## src/rtl/priority_code_decoder.sv

```systemverilog
// rtl/priority_code_decoder.sv - position code to one-hot decoder with hold/gap timing
// Optional one-entry prefetch: define PRIORITY_CODE_DECODER_PREFETCH_EN.
module priority_code_decoder #(
    parameter int WIDTH       = 4,
    parameter int CODE_W      = 8,
    parameter int HOLD_CYCLES = 2,
    parameter int GAP_CYCLES  = 1
) (
    input  logic              clock,
    input  logic              reset,
    input  logic [CODE_W-1:0] code_in,
    input  logic              code_valid,
    output logic              code_ready,
    output logic [WIDTH-1:0]  onehot_out,
    output logic              onehot_valid,
    output logic              code_error,
    output logic              busy
);

    localparam int MAX_CNT = (HOLD_CYCLES > GAP_CYCLES) ? HOLD_CYCLES : GAP_CYCLES;
    localparam int CNT_W   = $clog2(MAX_CNT + 1);
    localparam logic [CNT_W-1:0] HOLD_LOAD = CNT_W'(HOLD_CYCLES - 1);
    localparam logic [CNT_W-1:0] GAP_LOAD  = CNT_W'((GAP_CYCLES > 0) ? GAP_CYCLES - 1 : 0);

    localparam logic [1:0] S_IDLE  = 2'd0;
    localparam logic [1:0] S_DRIVE = 2'd1;
    localparam logic [1:0] S_GAP   = 2'd2;

    logic [1:0]        state;
    logic [CNT_W-1:0]  cnt;
    logic [WIDTH-1:0]  onehot_q;
    logic              ready_en;
    logic              accept;
    logic              phase_end;
    logic              start;
    logic [CODE_W-1:0] start_code;
    logic              start_in_range;

    function automatic logic [WIDTH-1:0] decode(input logic [CODE_W-1:0] c);
        logic [WIDTH-1:0] d;
        for (int i = 0; i < WIDTH; i++) begin
            d[i] = (c == CODE_W'(i + 1));
        end
        return d;
    endfunction

    assign accept    = code_valid && code_ready;
    assign phase_end = (cnt == '0);

`ifdef PRIORITY_CODE_DECODER_PREFETCH_EN
    logic              pf_full;
    logic [CODE_W-1:0] pf_code;
    logic              to_idle;
    logic              take_in;

    // A code may start directly only when the FSM is (or is about to be) idle;
    // any other accept parks in the prefetch entry.
    assign to_idle    = phase_end && ((state == S_GAP) || ((state == S_DRIVE) && (GAP_CYCLES == 0)));
    assign code_ready = ready_en && !pf_full;
    assign take_in    = accept && ((state == S_IDLE) || to_idle);
    assign start      = (pf_full && ((state == S_IDLE) || to_idle)) || take_in;
    assign start_code = pf_full ? pf_code : code_in;

    always_ff @(posedge clock or posedge reset) begin
        if (reset) begin
            pf_full <= 1'b0;
            pf_code <= '0;
        end else if (pf_full && start) begin
            pf_full <= 1'b0;
        end else if (accept && !take_in) begin
            pf_full <= 1'b1;
            pf_code <= code_in;
        end
    end
`else
    assign code_ready = ready_en && (state == S_IDLE);
    assign start      = accept;
    assign start_code = code_in;
`endif

    assign start_in_range = (start_code <= CODE_W'(WIDTH));
    assign onehot_valid   = (state == S_DRIVE);
    assign onehot_out     = onehot_valid ? onehot_q : '0;
    assign busy           = (state != S_IDLE);

    always_ff @(posedge clock or posedge reset) begin
        if (reset) begin
            state      <= S_IDLE;
            cnt        <= '0;
            onehot_q   <= '0;
            ready_en   <= 1'b0;
            code_error <= 1'b0;
        end else begin
            ready_en   <= 1'b1;
            code_error <= 1'b0;
            if (start) begin
                if (start_in_range) begin
                    state    <= S_DRIVE;
                    cnt      <= HOLD_LOAD;
                    onehot_q <= decode(start_code);
                end else begin
                    state      <= S_IDLE;
                    cnt        <= '0;
                    code_error <= 1'b1;
                end
            end else begin
                case (state)
                    S_DRIVE: begin
                        if (!phase_end) begin
                            cnt <= cnt - CNT_W'(1);
                        end else if (GAP_CYCLES == 0) begin
                            state <= S_IDLE;
                            cnt   <= '0;
                        end else begin
                            state <= S_GAP;
                            cnt   <= GAP_LOAD;
                        end
                    end
                    S_GAP: begin
                        if (phase_end) begin
                            state <= S_IDLE;
                        end else begin
                            cnt <= cnt - CNT_W'(1);
                        end
                    end
                    default: begin
                        state <= S_IDLE;
                        cnt   <= '0;
                    end
                endcase
            end
        end
    end

endmodule
```

## config.mk

```make
export PLATFORM = sky130hd
export DESIGN_NAME = priority_code_decoder
export DESIGN_NICKNAME = d
export VERILOG_FILES = /design/src/rtl/priority_code_decoder.sv
export SDC_FILE = /design/constraint.sdc
export NUM_CORES = 1
export LEC_CHECK = 0
export CAP_MARGIN = 20
export CORE_MARGIN = 4
export CORE_UTILIZATION = 40
export DETAILED_ROUTE_END_ITERATION = 6
export PLACE_DENSITY = 0.72
export REMOVE_ABC_BUFFERS = 1
export SYNTH_ARGS = -nofsm -noshare
export SYNTH_HDL_FRONTEND = slang
export SYNTH_SLANG_ARGS = --single-unit
```

## constraint.sdc

```tcl
create_clock -name clock -period 1.5 [get_ports clock]
set_input_delay 0.225 -clock clock [delete_from_list [all_inputs] [get_ports clock]]
set_output_delay 0.225 -clock clock [all_outputs]
set_load 0.005 [all_outputs]
```

==> results of run 1 <==
[worst min-delay path by stage]
stage / start / to / slack, ns / depth (start not counted)
2_1_floorplan: reset / cnt[0]$_DFFE_PP0P_ / 0.07 / 1
3_3_place_gp: onehot_q[2]$_DFFE_PP0P_ / onehot_q[2]$_DFFE_PP0P_ / 0.47 / 1
3_5_place_dp: onehot_q[2]$_DFFE_PP0P_ / onehot_q[2]$_DFFE_PP0P_ / 0.48 / 1
4_1_cts: reset / cnt[0]$_DFFE_PP0P_ / 0.24 / 2
5_1_grt: reset / cnt[0]$_DFFE_PP0P_ / 0.26 / 2
6_report: reset / cnt[0]$_DFFE_PP0P_ / 0.23 / 2
[area by class of cell]
cell class,count,area [um^2]
clock buffer,3,22.52
fill,122,500.5
multi-input combinational,47,409.1
tap,16,20.02
sequential,10,251.5
inverter,8,30.03
timing repair buffer,30,272.8
[per-stage QoR]
step	cells	setup WS (ns)	total power [W]	setup TNS [ns]	hold slack, ns
3_3_place_gp	107	-0.1391	0.0003870	-0.9555	0.4684
4_1_cts	114	-0.07812	0.0005729	-0.07812	0.2439
3_5_place_dp	107	-0.1768	0.0003871	-1.123	0.4834
6_report	114	0.01403	0.0005761	0	0.2277
2_1_floorplan	65	-0.01403	0.0003352	-0.02806	0.06518
5_1_grt	114	-0.03807	0.0006144	-0.1949	0.2636
[power breakdown]
group	leakage (nW)	internal (W)	switching (W)
Sequential	0.132	0.000285	0.0000135
Combinational	0.319	0.0000549	0.0000391
Clock	0.0138	0.0000927	0.0000912
[repair_timing]
item                                    4_1_cts  5_1_grt
hold buffers                                  0        0
endpoints found under the setup margin        8       14
pin swaps                                     3        5
gates resized for setup                      25       23
buffers inserted                              4        0
[sequential cells by signal, summed over array words and instances, names as in the netlist]
register	flops
code_error	1
cnt	2
state	2
ready_en	1
onehot_q	4
[layer usage]
layer,vias up,part of all wire,GRT usage
met3,4,0.069,0.07519
li1,290,-,-
met1,273,0.42,0.1800
met5,-,0,0
met4,0,0.015,0.04839
met2,16,0.49,0.2058
[Yosys cell counts]
cell	n	area, um^2
and2b_1	1	7.510
conb_1	1	3.750
dfrtp_1	10	250.2
a31oi_1	2	12.51
a2bb2oi_1	2	17.52
a32o_1	1	10.01
or2_2	1	6.260
inv_1	8	30.03
nor4_4	1	21.27
nor2b_1	1	6.260
and2_1	5	31.28
nor3_1	2	10.01
mux2i_1	1	10.01
nand3_4	1	17.52
a21boi_0	1	7.510
nor2_1	2	7.510
a21oi_1	6	30.03
nand2_1	3	11.26
nand3_1	3	15.01
o21ai_0	3	15.01
ha_1	7	87.58
or3_4	1	11.26
o31ai_1	1	7.510
o211ai_1	1	7.510
[cells by family (layout without fill, tap and decap cells)]
kind of cell,Yosys count,after routing,share of synthesized area
mux,1,1,0.01578
buf+inv,8,41,0.04734
fa+ha+maj,7,7,0.1381
other cells,1,1,0.005911
compound gates,17,17,0.1696
simple gates,21,21,0.2288
flops,10,10,0.3945
[cell usage in the layout (no fill, tap or decap), drive strengths merged, types with 2 or more instances in the layout]
master / instances
nor2: 2
o21ai: 3
clkbuf: 5
a31oi: 2
clkdlybuf4s50: 11
ha: 7
inv: 8
nand3: 4
a21oi: 6
buf: 16
nand2: 3
and2: 5
dfrtp: 10
nor3: 2
a2bb2oi: 2
[critical path, stage by stage, from the launching register on]
cell     delay (ns)
dfrtp_2        0.44
ha_4           0.18
buf_6          0.12
and2_4         0.15
buf_6          0.11
==> run_results.csv, run 1 <==
group,metric,value,unit
status,status,"completed",
clock_tree,cts_buffers,3,
route,drt_iter0_drc,10,
finish,fin_nets,118,
clock_tree,cts_root_buf,"clkbuf_4",
synthesis,synth_seq_cells,10,
critical_path,reg2reg_to,"onehot_q[3]$_DFFE_PP0P_",
clock_tree,h-tree-depth,1,
route,via_per_inst,5.114,
clock_tree,path_clk_slew,0.07,ns
critical_path,path_class,"flip-flop to output port",
finish,drive_gt1_frac,0.3980,
critical_path,worstSetupStartpoint,"state[0]$_DFFE_PP0P_",
placed_design,place_congestion,0.7963,
finish,final_area,1006,um^2
critical_path,critical_path_peak_fanout,4,
synthesis,synth_area,634.4,um^2
die,die_area,2287,um^2
sta,fmax,673.0,MHz
sta,fin_skew,0.007592,ns
critical_path,required,1.27,ns
critical_path,timing.rr.start,"state[0]$_DFFE_PP0P_",
critical_path,reg2regPathDepth,8,
finish,fin_util,0.6678,
synthesis,yosysSeqAreaShare,0.3945,
critical_path,end_kind,"output port",
sta,finalHoldViolations,0,
die,die_height,47.83,um
finish,syn2layout_area_growth,58.58,%
global_routing,grt_usage,0.1420,
clock_tree,clock-sinks,10,
route,drc_errors,0,
die,io_pins,19,
route,wl_per_cell,13.77,um
synthesis,syn_inst,65,
sta,grt_setup_unrepaired,"yes",
clock_tree,insertion_delay,0.27,ns
synthesis,synth_cell_types,24,
synthesis,synth.avg_cell_area,9.759,um^2
placed_design,port_buffers,18,
sta,period_share,0.9906,
sta,setup_violations,0,
placed_design,dpl_cell_area,894.6,um^2
global_routing,grt_pass1_wl,2152,um
die,start_util,0.4211,
critical_path,cp-start-kind,"flip-flop",
hold_path,hold_class,"input pin to asynchronous set/reset pin",
route,antenna_left,0,
sta,fin_crit,1.486,ns
die,rows,14,
placed_design,dp_hpwl,1069,um
sta,drv_slew,0,
flow_run,maxCapViolCount,0,
clock_tree,cts.path.max_buffers,2,
global_routing,grt_max_degree,11,
die,core_area,1506,um^2
route,wirelength,1570,um
die,die_x,47.83,um
route,dr.pass1.iters,4,
finish,diodes,0,
global_routing,grt_antenna_before_repair,0,
critical_path,worstSetupEndpoint,"onehot_out[0]",
pwr,power_leakage,0.4644,nW
critical_path,r2r_setup_slack,0.07,ns
clock_tree,cts_tree,"built",
pwr,p_per_area,572.7,nW/um^2
global_routing,grt_pass1_vias,517,
critical_path,cp_data_arrival_time,1.26,ns
global_routing,grt_remaining_overflow,0,
pwr,ir_drop,0.3908,mV
route,vias,583,
synthesis,yosysWarnings,0,
(Power assumes the default switching activity.)
==> run 2: changes to the inputs <==
--- a/config.mk
+++ b/config.mk
@@ -5,11 +5,14 @@
 export SDC_FILE = /design/constraint.sdc
 export NUM_CORES = 1
 export LEC_CHECK = 0
+export ABC_AREA = 1
 export CAP_MARGIN = 20
+export CELL_PAD_IN_SITES_DETAIL_PLACEMENT = 0
+export CELL_PAD_IN_SITES_GLOBAL_PLACEMENT = 1
 export CORE_MARGIN = 4
-export CORE_UTILIZATION = 40
+export CORE_UTILIZATION = 30
 export DETAILED_ROUTE_END_ITERATION = 6
-export PLACE_DENSITY = 0.72
+export PLACE_DENSITY_LB_ADDON = 0.1
 export REMOVE_ABC_BUFFERS = 1
 export SYNTH_ARGS = -nofsm -noshare
 export SYNTH_HDL_FRONTEND = slang
==> run 2 against run 1 <==
The run now ends with setup timing left; sequential share of layout area is 3.4 points lower; highest routed layer unchanged; clock skew fell by 0.0040 ns; via count rose by 18%; synthesized cell count rose by 52%; largest power group unchanged; clock power increased by 40%; synthesized area increased by 15%; clock-buffer cell count increased by 1.
==> run_results.csv, run 2 <==
group,metric,value,unit
synthesis,synth.avg_cell_area,7.356,um^2
die,core_area,2255,um^2
finish,reg_top3,"onehot_q: 4 flops, cnt: 2 flops, state: 2 flops",
critical_path,crit_family,"buffers and inverters",
critical_path,cp-start-kind,"flip-flop",
route,via_per_inst,4.253,
sta,worst_hold_slack,0.2362,ns
critical_path,cp_slowest_cell,"dfrtp_1",
sta,grt_setup_unrepaired,"yes",
clock_tree,cts_root_buf,"clkbuf_4",
sta,fin_skew,0.003565,ns
clock_tree,clock-sinks,10,
global_routing,grt_pass1_vias,687,
placed_design,dp_hpwl,1254,um
finish,drive_gt1_frac,0.4179,
synthesis,syn_inst,99,
synthesis,synth_cell_types,18,
route,drc_errors,0,
synthesis,async_flop_share,1.000,
critical_path,critical_path_peak_fanout,4,
pwr,p_sw,0.0001507,W
finish,largest_register_ffs,4,
global_routing,grt_antenna_before_repair,0,
sta,period_share,1.065,
pwr,p_seq_frac,0.451,
critical_path,path_class,"flip-flop to output port",
die,rows,17,
finish,fin_nets,153,
global_routing,grt_usage,0.1164,
critical_path,slowest_delay,0.36,ns
die,die_height,57.27,um
critical_path,required,1.27,ns
route,vias,689,
clock_tree,h-tree-depth,1,
finish,final_cell_mix,"nand2_1, inv_1, clkdlybuf4s50_1",
finish,final_area,1156,um^2
synthesis,yosysWarnings,0,
pwr,combPwrFrac,0.130,
sta,fmax,625.7,MHz
critical_path,end_kind,"output port",
critical_path,crit_path_frequent_cell,"buf_6",
finish,syn2layout_area_growth,58.76,%
route,antenna_left,0,
synthesis,yosysSeqAreaShare,0.3436,
placed_design,dpl_cell_area,980.9,um^2
pwr,swShare,0.2456,
synthesis,synth_common_cells,"nand2_1, inv_1, dfrtp_1, nor2_1, ha_1",
pwr,p_per_area,530.7,nW/um^2
critical_path,timing.critical_path.buf_inv,6,
route,wirelength,1665,um
sta,fin_crit,1.598,ns
clock_tree,cts_tree,"built",
placed_design,port_buffers,18,
synthesis,synth_seq_cells,10,
die,start_util,0.3230,
placed_design,place_congestion,0.7356,
die,die_x,57.27,um
synthesis,synth_area,728.2,um^2
finish,regMostFlops,"onehot_q",
critical_path,r2r_setup_slack,0.03,ns
die,die_area,3279,um^2
sta,setup_violations,2,
sta,finalHoldViolations,0,
global_routing,grt_pass1_wl,2849,um
pwr,power_leakage,0.6242,nW
sta,drv_slew,0,
clock_tree,insertion_delay,0.28,ns
synthesis,synth_area_leaders,"dfrtp_1, ha_1, nand2_1, inv_1, nor2_1",
synthesis,synth_most_common_cell,"nand2_1",
die,io_pins,19,
pwr,internal_power,0.0004628,W
clock_tree,hold_buffers,0,
route,wl_per_cell,10.28,um
status,violations,"setup timing",
route,dr.pass1.iters,4,
pwr,ir_drop,0.3123,mV
flow_run,maxCapViolCount,0,
finish,final_common_cell,"nand2_1",
clock_tree,cts_buffers,3,
sta,setup_tns,-0.1070,ns
critical_path,critical_path.cell_chain,"inv_2 -> buf_6 -> ha_4 -> buf_6 -> buf_6 -> nand2_2 -> inv_1 -> buf_2",
route,drt_iter0_drc,18,
critical_path,cp_data_arrival_time,1.37,ns
hold_path,hold_class,"input pin to asynchronous set/reset pin",
global_routing,grt_remaining_overflow,0,
clock_tree,cts.path.max_buffers,2,
synthesis,synth_top_area_share,0.3436,
sta,final.setup.worst_slack,-0.09825,ns
finish,fin_util,0.5128,
synthesis,synthFlopType,"dfrtp_1",
status,status,"complete, but fails checks",
clock_tree,path_clk_slew,0.08,ns
synthesis,yosys.area.top_type,"dfrtp_1",
synthesis,synth_edf_count,0,
finish,diodes,0,
global_routing,grt_max_degree,11,
pwr,p_clk_frac,0.419,
run 2: cell count changes after synthesis, sizes merged, moves of 2 or more:
cell | previous run | this run
nor3 | 2 | 0
nand2 | 3 | 27
a2bb2oi | 2 | 0
and2 | 5 | 0
a21oi | 6 | 2
inv | 8 | 24
nor2 | 2 | 14
a31oi | 2 | 0
nand3 | 4 | 9
run 2: what timing repair did:
action                     4_1_cts  5_1_grt
pin swaps                        3        7
resized for setup               31       21
setup endpoints to repair        7       10
buffers inserted                 8        1
run 2: metrics by stage:
step           cells  power [W]  setup slack, ns
2_1_floorplan     99  0.0003149           0.2653
3_3_place_gp     150  0.0003585         -0.03399
3_5_place_dp     150  0.0003596         -0.08196
4_1_cts          162  0.0006229          -0.1214
5_1_grt          162  0.0006524          -0.1775
6_report         162  0.0006135         -0.09825
run 2: layer usage:
metal	GRT usage	wire (um)	part of all wire
met1	0.1279	753	0.45
met4	0.08940	47	0.028
met2	0.1941	782	0.47
met5	0	0	0
met3	0.02489	82	0.049
run 2: logic make-up after synthesis:
kind of cell    after synthesis  share of synthesized area
other cells                   1                   0.005150
simple gates                 51                     0.3505
flops                        10                     0.3436
fa+ha+maj                     7                     0.1203
buf+inv                      24                     0.1237
compound gates                6                    0.05670
run 2: area by class of cell:
type | count | area (um^2)
clock buffer | 4 | 36.28
timing repair buffer | 31 | 280.3
sequential | 10 | 250.2
fill | 234 | 1099
tap | 28 | 35.03
multi-input combinational | 65 | 461.7
inverter | 24 | 92.59
run 2: power groups by stage:
stage | registers, W | logic (W) | clock network (W)
finish | 0.000277 | 0.0000800 | 0.000257
global route | 0.000278 | 0.0000889 | 0.000286
CTS | 0.000276 | 0.0000794 | 0.000267
detailed placement | 0.000282 | 0.0000781 | 0
global placement | 0.000281 | 0.0000771 | 0
floorplan | 0.000282 | 0.0000334 | 0
run 2: final timing paths:
check                           cells past startpoint                     from                      end
worst max register to register                     11     state[0]$_DFFE_PP0P_       cnt[0]$_DFFE_PP0P_
worst min-delay path                                2                    reset  onehot_q[0]$_DFFE_PP0P_
min in group clock                                  2  onehot_q[0]$_DFFE_PP0P_  onehot_q[0]$_DFFE_PP0P_
worst max-delay path                                8     state[1]$_DFFE_PP0P_            onehot_out[1]
worst min register to register                      2  onehot_q[0]$_DFFE_PP0P_  onehot_q[0]$_DFFE_PP0P_
max in group asynchronous                           2                    reset       cnt[1]$_DFFE_PP0P_
==> run 3: changes to the inputs <==
--- a/config.mk
+++ b/config.mk
@@ -7,12 +7,10 @@
 export LEC_CHECK = 0
 export ABC_AREA = 1
 export CAP_MARGIN = 20
-export CELL_PAD_IN_SITES_DETAIL_PLACEMENT = 0
-export CELL_PAD_IN_SITES_GLOBAL_PLACEMENT = 1
 export CORE_MARGIN = 4
-export CORE_UTILIZATION = 30
+export CORE_UTILIZATION = 42
 export DETAILED_ROUTE_END_ITERATION = 6
-export PLACE_DENSITY_LB_ADDON = 0.1
+export PLACE_DENSITY = 0.73
 export REMOVE_ABC_BUFFERS = 1
 export SYNTH_ARGS = -nofsm -noshare
 export SYNTH_HDL_FRONTEND = slang
==> run 3 against run 2 <==
First-iteration DRC count fell by 50%; power shrank 12%; the flow still finishes with violations (setup timing); setup slack better by 0.077 ns; final area shrank 6.8%; highest routed layer unchanged; clock power down 30%; via count up 1.0%; critical endpoint unchanged; largest cell class unchanged.
==> run_results.csv, run 3 (synthesized netlist as in run 2, its figures left out) <==
group,metric,value,unit
critical_path,crit_family,"buffers and inverters",
sta,period_share,1.014,
global_routing,grt_max_degree,11,
finish,regMostFlops,"onehot_q",
route,wirelength,1660,um
route,vias,696,
critical_path,critical_path_peak_fanout,3,
sta,grt_setup_unrepaired,"yes",
status,status,"complete, but fails checks",
critical_path,worstSetupPathDepth,7,
die,die_height,49.64,um
finish,final_cell_mix,"nand2_1, inv_1, clkdlybuf4s50_1",
critical_path,worstSetupEndpoint,"onehot_out[1]",
finish,diodes,0,
global_routing,grt_remaining_overflow,0,
global_routing,grt_antenna_before_repair,0,
critical_path,cp_slowest_cell,"dfrtp_1",
placed_design,dp_cells,138,
finish,stdcell_count,147,
critical_path,reg2regPathDepth,11,
sta,drv_slew,0,
global_routing,grt_pass1_wl,2753,um
clock_tree,h-tree-depth,1,
clock_tree,hold_buffers,0,
finish,drive_gt1_frac,0.3817,
hold_path,hold_class,"input pin to asynchronous set/reset pin",
pwr,ir_drop,0.3443,mV
critical_path,reg2reg_to,"cnt[0]$_DFFE_PP0P_",
finish,final_common_cell,"nand2_1",
placed_design,place_congestion,0.7994,
finish,fin_nets,151,
die,start_util,0.4619,
pwr,p_per_area,498.4,nW/um^2
critical_path,cp_data_arrival_time,1.30,ns
clock_tree,insertion_delay,0.27,ns
route,wl_per_cell,11.29,um
sta,setup_violations,3,
sta,fin_crit,1.521,ns
route,drt_iter0_drc,9,
die,die_area,2464,um^2
critical_path,timing.rr.start,"state[1]$_DFFE_PP0P_",
clock_tree,clock-sinks,10,
critical_path,slowest_delay,0.39,ns
global_routing,grt_usage,0.1489,
clock_tree,cts.path.max_buffers,2,
sta,final.setup.worst_slack,-0.02110,ns
finish,reg_top3,"onehot_q: 4 flops, cnt: 2 flops, state: 2 flops",
critical_path,critical_path.cell_chain,"inv_2 -> buf_6 -> ha_4 -> buf_6 -> nand2_2 -> inv_1 -> buf_2",
critical_path,end_kind,"output port",
die,die_x,49.64,um
critical_path,r2r_setup_slack,0.01,ns
clock_tree,cts_tree,"built",
route,drc_errors,0,
pwr,power_leakage,0.5830,nW
route,antenna_left,0,
die,io_pins,19,
finish,largest_register_ffs,4,
route,via_per_inst,4.735,
placed_design,dp_hpwl,1269,um
sta,fmax,657.4,MHz
finish,final_area,1077,um^2
route,dr.pass1.iters,4,
critical_path,timing.critical_path.buf_inv,5,
sta,fin_skew,0.004420,ns
critical_path,path_class,"flip-flop to output port",
die,rows,14,
clock_tree,cts_buffers,3,
flow_run,maxCapViolCount,0,
global_routing,grt_pass1_vias,682,
status,violations,"setup timing",
critical_path,worstSetupStartpoint,"state[1]$_DFFE_PP0P_",
critical_path,crit_path_frequent_cell,"buf_6",
die,core_area,1577,um^2
sta,worst_hold_slack,0.2380,ns
clock_tree,path_clk_slew,0.06,ns
finish,syn2layout_area_growth,47.94,%
clock_tree,cts_root_buf,"clkbuf_4",
placed_design,port_buffers,18,
placed_design,dpl_cell_area,965.9,um^2
critical_path,required,1.27,ns
sta,finalHoldViolations,0,
critical_path,cp-start-kind,"flip-flop",
==> run 3: cell types whose count changed in the layout (fill, tap and decap cells not counted), sizes merged <==
cell         delta
buf             -4
dlygate4sd2     +1
==> run 3: through the flow <==
stage                     setup slack, ns  setup TNS, ns   power, W    util
after floorplan                    0.2653              0  0.0003149       -
after global placement           -0.03230        -0.1234  0.0003565  0.6127
after detailed placement         -0.07225        -0.2951  0.0003595  0.6127
after CTS                         -0.1125        -0.2615  0.0005435  0.6635
after global routing              -0.1086        -0.3680  0.0005771  0.6833
final                            -0.02110       -0.05602  0.0005370  0.6833
==> run 3: report_power, final <==
part | switching (W) | internal, W
clock network | 0.0000888 | 0.0000926
registers | 0.00000280 | 0.000274
logic | 0.0000379 | 0.0000404
==> run 3: routing by layer <==
metal  vias to the layer above  global-route usage  wire [um]
met5                         -                   0          0
met4                         0              0.1244         55
met3                         5             0.02108         72
met2                        23              0.2731        906
met1                       306              0.1444        627
li1                        362                   -          -
==> run 3: timing repair <==
action | CTS | global route
pin swaps | 0 | 2
buffers inserted | 5 | 1
endpoints found under the setup margin | 7 | 9
resized for setup | 20 | 18
==> run 3: area by class of cell <==
class	instances	area, um^2
Timing Repair Buffer	29	251.5
Inverter	24	90.09
Fill cell	137	499.2
Tap cell	16	20.02
Multi-Input combinational cell	65	442.9
Sequential cell	10	250.2
Clock buffer	3	22.52
==> run 3: worst register-to-register path: stages (launching register included) <==
cell     delay (ns)
dfrtp_1        0.37
inv_2          0.07
buf_6          0.12
ha_4           0.16
buf_6          0.12
buf_4          0.13
nand2_1        0.05
inv_1          0.04
nor2_1         0.11
nor2_1         0.07
nor2_2         0.09
a21oi_2        0.06
==> run 3: worst min path at each step <==
stage / endpoint / cells past startpoint / slack [ns] / startpoint
6_report: onehot_q[0]$_DFFE_PP0P_ / 2 / 0.24 / reset
5_1_grt: onehot_q[0]$_DFFE_PP0P_ / 2 / 0.27 / reset
4_1_cts: ready_en$_DFF_PP0_ / 2 / 0.26 / reset
3_5_place_dp: onehot_q[3]$_DFFE_PP0P_ / 2 / 0.47 / onehot_q[3]$_DFFE_PP0P_
3_3_place_gp: onehot_q[3]$_DFFE_PP0P_ / 2 / 0.46 / onehot_q[3]$_DFFE_PP0P_
2_1_floorplan: cnt[0]$_DFFE_PP0P_ / 1 / 0.07 / reset
